## config.mk

```make
export PLATFORM = sky130hd
export DESIGN_NAME = mxu_core
export DESIGN_NICKNAME = d
export VERILOG_FILES = /design/src/rtl/mxu_core.sv
export SDC_FILE = /design/constraint.sdc
export NUM_CORES = 2
export LEC_CHECK = 0
export BUFFER_PORTS_ARGS = -buffer_cell sky130_fd_sc_hd__buf_2
export CORE_UTILIZATION = 35
export DETAILED_ROUTE_END_ITERATION = 8
export GPL_ROUTABILITY_DRIVEN = 1
export PLACE_DENSITY_LB_ADDON = 0.1
export SETUP_SLACK_MARGIN = 0.2
export SYNTH_ARGS = -nofsm -noshare
export SYNTH_HDL_FRONTEND = slang
export SYNTH_SLANG_ARGS = --single-unit
export TNS_END_PERCENT = 1
```

## constraint.sdc

```tcl
create_clock -name clk -period 14.85 [get_ports clk]
set_clock_uncertainty 0.1 [all_clocks]
set_input_delay 2.97 -clock clk [delete_from_list [all_inputs] [get_ports clk]]
set_output_delay 2.97 -clock clk [all_outputs]
set_load 0.05 [all_outputs]
```

## src/rtl/mxu_core.sv

```systemverilog
// DIM x DIM unsigned matrix-multiply engine: Y = A*B, one inner-product index per cycle.
// Results wrap modulo 2^WIDTH; a one-cycle finished pulse marks each new out value.
module mxu_core #(
    parameter int DIM   = 4,
    parameter int WIDTH = 8
) (
    input  logic                                 clk,
    input  logic                                 reset,
    input  logic                                 in_valid,
    input  logic [DIM-1:0][DIM-1:0][WIDTH-1:0]   in0,
    input  logic [DIM-1:0][DIM-1:0][WIDTH-1:0]   in1,
    output logic [DIM-1:0][DIM-1:0][WIDTH-1:0]   out,
    output logic                                 finished,
    output logic                                 busy
);

    localparam int            KW     = (DIM > 1) ? $clog2(DIM) : 1;
    localparam logic [KW-1:0] K_LAST = KW'(DIM - 1);

    typedef enum logic {IDLE, COMPUTE} state_t;

    state_t                               state, state_nxt;
    logic                                 load, step, done;
    logic [KW-1:0]                        k;
    logic [DIM-1:0][DIM-1:0][WIDTH-1:0]   a_q, b_q;
    logic [DIM-1:0][DIM-1:0][WIDTH-1:0]   acc, acc_nxt;

    // Only the low WIDTH bits of the 2*WIDTH product survive, so the
    // multiply is evaluated directly at WIDTH bits.
    function automatic logic [WIDTH-1:0] mul_trunc(input logic [WIDTH-1:0] a,
                                                   input logic [WIDTH-1:0] b);
        return a * b;
    endfunction

    function automatic logic [WIDTH-1:0] mac_wrap(input logic [WIDTH-1:0] sum,
                                                  input logic [WIDTH-1:0] a,
                                                  input logic [WIDTH-1:0] b);
        return sum + mul_trunc(a, b);
    endfunction

    always_ff @(posedge clk or posedge reset) begin
        if (reset) begin
            state <= IDLE;
        end else begin
            state <= state_nxt;
        end
    end

    always_comb begin
        state_nxt = state;
        load      = 1'b0;
        step      = 1'b0;
        done      = 1'b0;
        case (state)
            IDLE: begin
                if (in_valid) begin
                    load      = 1'b1;
                    state_nxt = COMPUTE;
                end
            end
            COMPUTE: begin
                step = 1'b1;
                if (k == K_LAST) begin
                    done      = 1'b1;
                    state_nxt = IDLE;
                end
            end
            default: state_nxt = IDLE;
        endcase
    end

    assign busy = (state == COMPUTE);

    // One rank-1 update per cycle: column k of A times row k of B.
    always_comb begin
        acc_nxt = acc;
        for (int i = 0; i < DIM; i++) begin
            for (int j = 0; j < DIM; j++) begin
                acc_nxt[i][j] = mac_wrap(acc[i][j], a_q[i][k], b_q[k][j]);
            end
        end
    end

    // Operand copies are only read while COMPUTE, after a load has filled them.
    always_ff @(posedge clk) begin
        if (load) begin
            a_q <= in0;
            b_q <= in1;
        end
    end

    always_ff @(posedge clk or posedge reset) begin
        if (reset) begin
            k        <= '0;
            acc      <= '0;
            out      <= '0;
            finished <= 1'b0;
        end else begin
            finished <= done;
            if (load) begin
                acc <= '0;
                k   <= '0;
            end else if (step) begin
                acc <= acc_nxt;
                k   <= done ? '0 : k + 1'b1;
            end
            if (done) begin
                out <= acc_nxt;
            end
        end
    end

endmodule
```

==> flow_summary.yaml <==
worst_setup_path:
  crit_fanout: 42
  critPathLaunchType: "flip-flop"
  r2r-start: "k[0]$_DFFE_PP0P_"
  cp_slowest_cell: "mux4_2"
  path_cells: "buf_4 > buf_4 > mux4_2 > and2_1 > fa_1 > inv_1 > fa_1 > inv_1 > ha_1 > inv_1 > fa_1 > inv_1 > fa_1 > a21o_1 > a21oi_1 > xor2_1 > xnor2_1 > xnor3_1 > o21ai_1"
  endpoint_kind: "flip-flop"
  critPathKind: "reg -> reg"
  crit_start: "k[0]$_DFFE_PP0P_"
  rr_endpoint: "acc[127]$_DFFE_PP0P_"
  ff2ff_setup_slack_ns: 7.68
  rr_worst_depth: 19
  worst-path-buf-inv: 6
  crit_required_ns: 15.30
  critPathArrivalTime_ns: 7.62
  cpLargestDelayFamily: "adder cells"
  slowest_delay_ns: 1.01
global_route:
  grt_util_all_layers: 0.2209
  grt_pass1_wl_um: 170800
  gr-total-overflow: 0
  grt_antenna_before_repair: 31
  grt_pass1_vias: 25390
  grt_max_degree: 174
sta:
  setup_viol: 0
  tightestPinTransition_ns: 1.090
  final.setup.tns_ns: 0
  slew_headroom: 0.2686
  fmax_ghz: 0.1395
  period_share: 0.4827
  hold_violations: 0
  setup_ws_ns: 7.681
  final_max_slew_viol_count: 0
  rsz0062_at_grt: "false"
  min_period_ns: 7.169
cts:
  clock-sinks: 516
  holdBufCountCts: 0
  cts-root-buf: "clkbuf_16"
  cts_setup_buffers: 0
  cts_buffers: 66
  cts_max_path_buffers: 3
  tritoncts: "built"
  clk_latency_ns: 0.63
  h-tree-depth: 3
  cts_resized: 0
  path_clk_slew_ns: 0.06
synthesis:
  yosysWarnings: 0
  synth_top_cell_by_area: "edfxtp_1"
  yosys.area.top_type_share: 0.2101
  synth.area.top_cells: "edfxtp_1 21%, dfrtp_1 18%, fa_1 16%"
  ys_ff_latch: 516
  syn_area_per_cell_um2: 11.13
  netlist_area_um2: 36580
  syn-instance-count: 3288
  yosysSeqAreaShare: 0.3880
  synthDistinctLibCells: 33
  syn_nets: 4108
detailed_routing:
  top_layer: "met5"
  drtAntennaViolNets: 0
  wl_met2_um: 49450
  wirelength_um: 115100
  routed_via_density: 4.779
  drt_iter0_markers: 1531
  wl_met1_um: 54420
  routedWlPerCell_um: 22.72
  first_pass_iters: 5
  drc: 0
  dr_wl_met3_um: 7684
  vias: 24200
min_path:
  hold_depth: 2
  worst_hold_startpoint: "out[76]$_DFFE_PP0P_"
  min_path_type: "reg -> reg"
  worstHoldEndpoint: "out[76]$_DFFE_PP0P_"
flow_run:
  maxCapViolations: 0
finish:
  fin_nets: 4443
  layout-drive-gt1-share: 0.1998
  syn_to_final_growth_pct: 15.12
  mostFrequentLayoutCells: "559 x inv_1, 522 x nand2_1, 388 x buf_2, 288 x fa_1, 273 x ha_1"
  finish.instance_area_um2: 42120
  final_common_cell: "inv_1"
place:
  dp_hpwl_um: 81290
  post_dp_cell_area_um2: 39940
  place.gp.congestion: 0.8007
  post-place-ws_ns: 7.578
  io_buffers: 388
floorplanning:
  ios: 389
  fp.dieW_um: 325.3
  coreArea_um2: 103600
  die_area_um2: 105800
  start_util: 0.3530
  die_y_um: 325.3
  num_rows: 118
outcome:
  status: "finished clean"
==> registers in the layout, summed over array words and instances, names as in the netlist <==
register	count
b_q	128
acc	128
k	2
out	128
busy	1
finished	1
a_q	128
==> synthesized netlist by cell type, drive strengths merged <==
master and count:
inv 563, nand2 523, fa 288, ha 273, dfrtp 260, edfxtp 256, xnor2 186, nor2 128
clkbuf 122, mux2 112, o21ai 103, and2 95, mux4 64, o31ai 53, xor2 52, buf 35
a21o 33, a21oi 32, xnor3 25, mux2i 24, nand3 24, a22o 23, a31o 12, and3 1
nand2b 1
==> layer usage <==
metal	vias up	GRT usage
met2	696	0.3303
met3	179	0.04982
met4	34	0.06696
met1	12080	0.3173
met5	-	0
li1	11210	-
==> logic make-up after synthesis <==
logic type	share of synthesized area
compound gates	0.04450
xor+xnor	0.07278
fa+ha+maj	0.2510
buf+inv	0.07654
flops	0.3880
mux	0.08055
simple gates	0.08667
==> per-stage QoR <==
stage | utilization | std cells | hold WS (ns)
finish | 0.4063 | 5064 | 0.3680
floorplan | - | 3288 | 0.3688
global route | 0.4062 | 5059 | 0.4047
detailed placement | 0.3853 | 4935 | 0.3664
global placement | 0.3853 | 4935 | 0.3597
CTS | 0.4061 | 5054 | 0.3796
==> worst register-to-register path, stage by stage, from the launching register on <==
cell and delay (ns):
dfrtp_4 0.87, buf_4 0.67, buf_4 0.67, mux4_2 1.03, and2_1 0.34, fa_1 0.50, inv_1 0.05, fa_1 0.49
inv_1 0.04, ha_1 0.26, inv_1 0.04, fa_1 0.47, inv_1 0.06, fa_1 0.40, a21o_1 0.20, a21oi_1 0.17
xor2_1 0.19, xnor2_1 0.15, xnor3_1 0.26, o21ai_1 0.14
==> cell type report <==
class	instances	area, µm²
Fill cell	10210	61530
Sequential cell	516	14200
Inverter	563	2125
Tap cell	1380	1727
Clock buffer	89	1871
Timing Repair Buffer	424	2237
Clock inverter	30	282.8
Multi-Input combinational cell	2052	19640
Antenna cell	10	25.02
==> worst max path at each step <==
| stage | depth (start not counted) | slack (ns) | endpoint |
|---|---|---|---|
| after detailed placement | 19 | 7.58 | acc[127]$_DFFE_PP0P_ |
| after floorplan | 4 | 4.03 | a_q[0]$_DFFE_PP_ |
| after CTS | 19 | 7.53 | acc[127]$_DFFE_PP0P_ |
| after global placement | 19 | 7.62 | out[127]$_DFFE_PP0P_ |
| final | 19 | 7.68 | acc[127]$_DFFE_PP0P_ |
| after global routing | 19 | 7.11 | acc[127]$_DFFE_PP0P_ |
Power is not shown: default switching activity piles up to over one toggle a cycle in this logic, so the estimate is an artifact.
